<file path="src/rtl/demux_stream_1xn.sv">
// demux_stream_1xn: routes valid/ready packets from one input stream to one of N
// output channels. The destination is chosen on the first beat of each packet.
// Packets with an out-of-range destination are accepted, discarded and counted.
module demux_stream_1xn #(
    parameter int unsigned DW   = 8,
    parameter int unsigned N    = 4,
    parameter int unsigned SELW = $clog2(N)
) (
    input  logic              clk,
    input  logic              rst,
    input  logic              in_valid,
    output logic              in_ready,
    input  logic [DW-1:0]     in_data,
    input  logic              in_last,
    input  logic [SELW-1:0]   in_sel,
    output logic [N-1:0]      out_valid,
    input  logic [N-1:0]      out_ready,
    output logic [N*DW-1:0]   out_data,
    output logic [N-1:0]      out_last,
    output logic [7:0]        drop_cnt
);

    typedef enum logic [1:0] {
        S_IDLE  = 2'd0,
        S_ROUTE = 2'd1,
        S_DROP  = 2'd2
    } state_t;

    state_t          state_q;
    state_t          state_d;
    logic [SELW-1:0] ch_q;
    logic [SELW-1:0] ch_d;
    logic [7:0]      drop_d;
    logic            sel_ok;
    logic            routing;
    logic            tgt_open;
    logic            accept;
    logic [SELW-1:0] tgt;
    logic [N-1:0]    load;

    // Target channel and whether its output register can take a beat this cycle
    always_comb begin
        sel_ok   = (32'(in_sel) < N);
        tgt      = (state_q == S_ROUTE) ? ch_q : in_sel;
        tgt_open = 1'b0;
        for (int unsigned k = 0; k < N; k++) begin
            if (tgt == SELW'(k)) begin
                tgt_open = ~out_valid[k] | out_ready[k];
            end
        end
    end

    // Input readiness: routed beats wait on the target channel, discarded beats never wait
    always_comb begin
        in_ready = 1'b0;
        routing  = 1'b0;
        case (state_q)
            S_IDLE: begin
                routing  = sel_ok;
                in_ready = sel_ok ? tgt_open : 1'b1;
            end
            S_ROUTE: begin
                routing  = 1'b1;
                in_ready = tgt_open;
            end
            S_DROP: begin
                in_ready = 1'b1;
            end
            default: begin
                in_ready = 1'b0;
            end
        endcase
        if (rst) begin
            in_ready = 1'b0;
        end
    end

    assign accept = in_valid & in_ready;

    // Per-channel load strobes for an accepted routed beat
    always_comb begin
        load = '0;
        for (int unsigned k = 0; k < N; k++) begin
            load[k] = accept & routing & (tgt == SELW'(k));
        end
    end

    // Next-state logic: packet lock, discard mode and drop counting
    always_comb begin
        state_d = state_q;
        ch_d    = ch_q;
        drop_d  = drop_cnt;
        case (state_q)
            S_IDLE: begin
                if (accept) begin
                    if (sel_ok) begin
                        ch_d = in_sel;
                        if (!in_last) begin
                            state_d = S_ROUTE;
                        end
                    end else begin
                        if (drop_cnt != 8'hFF) begin
                            drop_d = drop_cnt + 8'd1;
                        end
                        if (!in_last) begin
                            state_d = S_DROP;
                        end
                    end
                end
            end
            S_ROUTE, S_DROP: begin
                if (accept && in_last) begin
                    state_d = S_IDLE;
                end
            end
            default: begin
                state_d = S_IDLE;
            end
        endcase
    end

    // State, locked channel and drop counter registers
    always_ff @(posedge clk) begin
        if (rst) begin
            state_q  <= S_IDLE;
            ch_q     <= '0;
            drop_cnt <= '0;
        end else begin
            state_q  <= state_d;
            ch_q     <= ch_d;
            drop_cnt <= drop_d;
        end
    end

    // One-deep output register per channel: load wins over drain, payload held otherwise
    always_ff @(posedge clk) begin
        if (rst) begin
            out_valid <= '0;
            out_data  <= '0;
            out_last  <= '0;
        end else begin
            for (int unsigned k = 0; k < N; k++) begin
                if (load[k]) begin
                    out_valid[k]          <= 1'b1;
                    out_data[k*DW +: DW]  <= in_data;
                    out_last[k]           <= in_last;
                end else if (out_valid[k] && out_ready[k]) begin
                    out_valid[k] <= 1'b0;
                end
            end
        end
    end

endmodule

</file>
<file path="config.mk">
export PLATFORM = sky130hd
export DESIGN_NAME = demux_stream_1xn
export DESIGN_NICKNAME = d
export VERILOG_FILES = /design/src/rtl/demux_stream_1xn.sv
export SDC_FILE = /design/constraint.sdc
export NUM_CORES = 1
export LEC_CHECK = 0
export CAP_MARGIN = 10
export CORE_MARGIN = 1
export CORE_UTILIZATION = 39
export CTS_CLUSTER_SIZE = 28
export DETAILED_ROUTE_END_ITERATION = 12
export PLACE_DENSITY = 0.75
export RECOVER_POWER = 50
export SLEW_MARGIN = 30
export SYNTH_ARGS = -nofsm -noshare
export SYNTH_HDL_FRONTEND = slang
export SYNTH_SLANG_ARGS = --single-unit
</file>
<file path="constraint.sdc">
create_clock -name clk -period 1.6 [get_ports clk]
set_clock_uncertainty 0.05 [all_clocks]
set_input_delay 0.32 -clock clk [delete_from_list [all_inputs] [get_ports clk]]
set_output_delay 0.32 -clock clk [all_outputs]
set_load 0.05 [all_outputs]
</file>
==> Word-level counts from Yosys, hierarchy flattened <==
Cells that the tools add are included.
{ "word_totals": {"register_bits": 44, "latch_bits": 0, "ramBits": 0, "mem_bits_ro": 0, "inputBits": 18, "out_inout_bits": 49, "wordCells": 71, "n_memories": 0} }
{ "classes": {"add_sub_neg": 0, "mul": 0, "div_mod_pow": 0, "n_lt_le_gt_ge": 0, "n_eq_ne": 8, "n_shift": 0, "mux": 20, "n_bitwise": 14, "reduce_logical": 15} }
{ "op_table": {"columns": ["cell", "n"], "rows": [
  ["1-bit two-way mux", 14],
  ["2-bit two-way mux", 4],
  ["2-bit nonzero test", 4],
  ["1-bit AND", 6],
  ["2-bit == test, second input constant", 3],
  ["2-bit inequality test, second input constant", 3],
  ["1-bit logical AND", 5],
  ["2-bit by 1-bit == test with 1-bit output, second input constant", 2],
  ["2-bit zero test", 2],
  ["1-bit inverter", 4],
  ["1-bit bitwise OR", 4],
  ["2-bit one-hot mux with 2 select lines", 1],
  ["2-bit OR reduction", 2],
  ["3-bit AND reduction", 1],
  ["1-bit one-hot mux with 2 select lines", 1],
  ["2-bit AND reduction", 1]
]} }

==> Depth between registers and ports, before layout <==
{ "depth": {"word_depth": 13, "depth_mapped": 7} }

==> Worst setup path after synthesis <==
Ideal clock, no wire load.
{ "synth_path": {"kind": "register -> output", "start": "reg out_valid[3]", "end": "out in_ready", "arrival_ns": 2.057, "required_time_ns": 1.230, "path_slack_ns": -0.827, "path_stages_with_launch": 5, "n_path_buf": 0, "cell_sequence": "dfxtp_1 > nand2b_1 > a21o_1 > o221ai_1 > nor3b_1"} }
{ "synth_via": {"elab_chain_cells": 5} }
{ "synth_lines": {"columns": ["element", "line_no", "text"], "rows": [
  ["start, declared", "16", "output logic [N-1:0] out_valid,"],
  ["start signal, assigned", "138", "out_valid <= '0;"],
  ["start signal, assigned by index", "144", "out_valid[k] <= 1'b1;"],
  ["start signal, assigned by index", "148", "out_valid[k] <= 1'b0;"],
  ["1-bit inverter", "48", "tgt_open = ~out_valid[k] | out_ready[k];"],
  ["1-bit bitwise OR", "48", null],
  ["1-bit two-way mux", "47", "if (tgt == SELW'(k)) begin"],
  ["1-bit one-hot mux with 2 select lines", "57", "case (state_q)"],
  ["1-bit two-way mux", "73", "if (rst) begin"],
  ["end, declared", "12", "output logic in_ready,"]
]} }
No other way between the ends.

==> Final worst setup path <==
{ "layout_path": {"start": "reg state_q[0]", "end": "out in_ready"} }
{ "layout_via": {"elab_chain_cells": 9, "word_cells_on_any_way": 15, "classes_between": "5 x eq/ne; 7 x mux; 3 x reduce/logical"} }
{ "layout_lines": {"columns": ["element", "line_no", "text"], "rows": [
  ["start, declared", "29", "state_t state_q;"],
  ["start signal, assigned", "129", "state_q <= state_d;"],
  ["2-bit by 1-bit == test with 1-bit output", "44, 57", null],
  ["2-bit two-way mux", "44", "tgt = (state_q == S_ROUTE) ? ch_q : in_sel;"],
  ["2-bit zero test", "47", null],
  ["1-bit two-way mux (4 in series)", "47", null],
  ["1-bit one-hot mux with 2 select lines *", "57", null],
  ["1-bit two-way mux *", "73", null]
]} }
Mark *: on every way between the ends. The rest lies on a longest branch, timed or not.

==> reports/metrics.csv <==
metric,value,unit
crit_chain,"or3b_4, a21o_1, nor3b_4, buf_12",
cts_tree,done,
path_delay_family,simple AND/OR/NAND/NOR gates,
htree_num_levels,2,
grt_pass1_vias,1394,
numCtsBuffers,5,
drv_cap,0,
outcome,"finished, violations left",
slew_violations,0,
grt_max_degree,35,
die_area,0.00473,mm2
power,2.50,mW
wl_per_cell,14.4,um
holdCritPathClass,in2reg,
synth.avg_cell_area,9.89,um2
antenna_found_initial,0,
worstHoldStart,in_sel[0],
synthCells,176,
die_x,68.8,um
cp.required,1230,ps
clock_sinks,43,
ys_warn_count,0,
cp-startpoint,state_q[0],
final_util,0.669,
endpoint_kind,primary output,
failed_checks,negative setup slack,
die_h,68.8,um
reg2reg_slack,-220,ps
dp.cells,294,
arrival,1580,ps
crit_type,reg2out,
gp_congestion,0.820,
coreArea,0.00414,mm2
grt_overflow_total,0,
pin_count,67,
wl,4430,um
layout.cells.non_filler,307,
clk_latency,290,ps
ys_ff_latch,43,
drive_gt1_frac,0.311,
crit_buf_inv,1,
worstHoldEndpoint,ch_q[0],
via_count,1490,
slowest_delay,400,ps
synth_area_leaders,"dfxtp_1 49%, mux2i_1 22%, nor2_1 8.4%",
r2r-end,out_data[29],
period_minus_slack,1950,ps
yosysSeqAreaShare,0.495,
start_util,0.420,
rsz0062_at_grt,yes,
start_kind,flip-flop,
drt_first_pass_iters,4,
worst_pin_slew,522,ps
vdd_drop_max,0.611,mV
netlist_area,0.00174,mm2
cts_root_buf,clkbuf_8,
area_delta_synth_final,59.4,%
clk_pin_slew,90,ps
drt_iter0_drc,55,
ant_nets,0,
worst_path_max_delay_cell,or3b_4,
finalWorstSetupSlack,-347,ps
timing.fmax,514,MHz
grt_pass1_wl,6530,um
synth_top_area_frac,0.495,
cellPowerDensity,901,mW/mm2
setup_violations,23,
drc_errors,0,
rows,23,
final_hold_viol_count,0,
leakage,1.56,nW
io_buffers,58,
hpwl,3030,um
avgViaCountPerCell,4.85,
synth_top_area_cell,dfxtp_1,
r2r_start,state_q[0],
synthDistinctLibCells,26,
period_share,1.22,
layout.nets,274,
path_max_fanout,6,
slew-limit-headroom,0.652,
grt_util_all_layers,0.193,
min_path_cells,3,
reg2reg_depth,7,
worst-path-stages,4,
diodes,0,
clock_tree.buffer_depth,2,
Yosys cell counts:
cell type,instances
o22ai_1,1
o221ai_1,1
nand3b_1,3
o31ai_1,1
buf_6,2
conb_1,1
dfxtp_1,43
buf_4,8
nand4_1,2
or2_1,1
nand3_1,3
nand2_1,4
a21o_1,2
mux2i_1,38
inv_1,2
or3b_1,1
a21oi_1,4
nor2_1,39
buf_2,3
nor3b_1,1
nor2b_1,1
o221a_2,1
or4_1,1
nand2b_1,6
clkbuf_1,5
o22a_1,2
layout by cell type (no fill, tap or decap), types with 2 or more instances in the layout:
cell and n:
nand2b_1 5, dfxtp_1 38, clkbuf_2 13, clkdlybuf4s50_1 15, inv_1 2, nand2_1 3
dlymetal6s2s_1 12, mux2i_2 2, conb_1 8, nand3b_1 3, clkbuf_8 5, o22a_1 2
nor2_1 39, buf_6 10, buf_4 22, a21oi_1 3, nand4_1 2, mux2i_1 36
buf_12 10, dfxtp_2 4, a21o_1 2
area by class of cell:
cell class / instances / area, um2
repair buffers: 84 / 862
fillers: 344 / 1370
clock inverters: 3 / 43.8
inverters: 2 / 7.51
well taps: 50 / 62.6
clock buffers: 5 / 68.8
flip-flops and latches: 43 / 870
multi-input cells: 120 / 860
how the worst max path moves through the flow:
stage          slack [ps]            to
2_1_floorplan         -80      in_ready
3_3_place_gp         -520      in_ready
3_5_place_dp         -570  out_data[28]
4_1_cts              -340      in_ready
5_1_grt              -430      in_ready
6_report             -350      in_ready
per-layer routing:
metal,global-route usage,routed length [um]
met5,0,0
met4,0.0536,59
met3,0.0707,345
met2,0.320,2120
met1,0.233,1900
tightest hold or removal path: cells and delay by family:
family	cells	cell delay, ps
mux	1	90
simple gates	1	80
buf+inv	1	240
kinds of logic after synthesis:
logic type / count (synthesis) / share of synthesized area
buffers and inverters: 20 / 0.0712
other: 1 / 0.00215
multiplexers: 38 / 0.219
AND/OR/NAND/NOR: 62 / 0.164
AO/OA/AOI/OAI: 12 / 0.0496
flip-flops: 43 / 0.495
stage by stage:
step	hold slack [ps]	setup TNS [ps]	area, um2	worst slack [ps]
global placement	427	-17980	2670	-521
floorplan	403	-343	1800	-75.5
detailed placement	440	-18920	2670	-565
CTS	409	-1960	2820	-339
global route	435	-4270	2770	-435
finish	414	-2590	2770	-347
sequential cells by signal, indices dropped and copies added (netlist names):
name and flops:
ch_q 2, out_valid 4, state_q 1, out_data 32
out_last 4
what timing repair did:
| item | 4_1_cts | 5_1_grt |
|---|---|---|
| resized for setup | 9 | 19 |
| hold buffers | 0 | 0 |
| setup buffers | 2 | 2 |
| pin swaps | 7 | 6 |
| endpoints found under the setup margin | 41 | 34 |
| gates cloned | 0 | 1 |
report_power, final:
part	switching (mW)	internal (mW)	leakage, nW
clock	0.378	0.465	0.0581
combinational	0.301	0.215	1.15
sequential	0.0301	1.11	0.352
(Power assumes the default switching activity.)
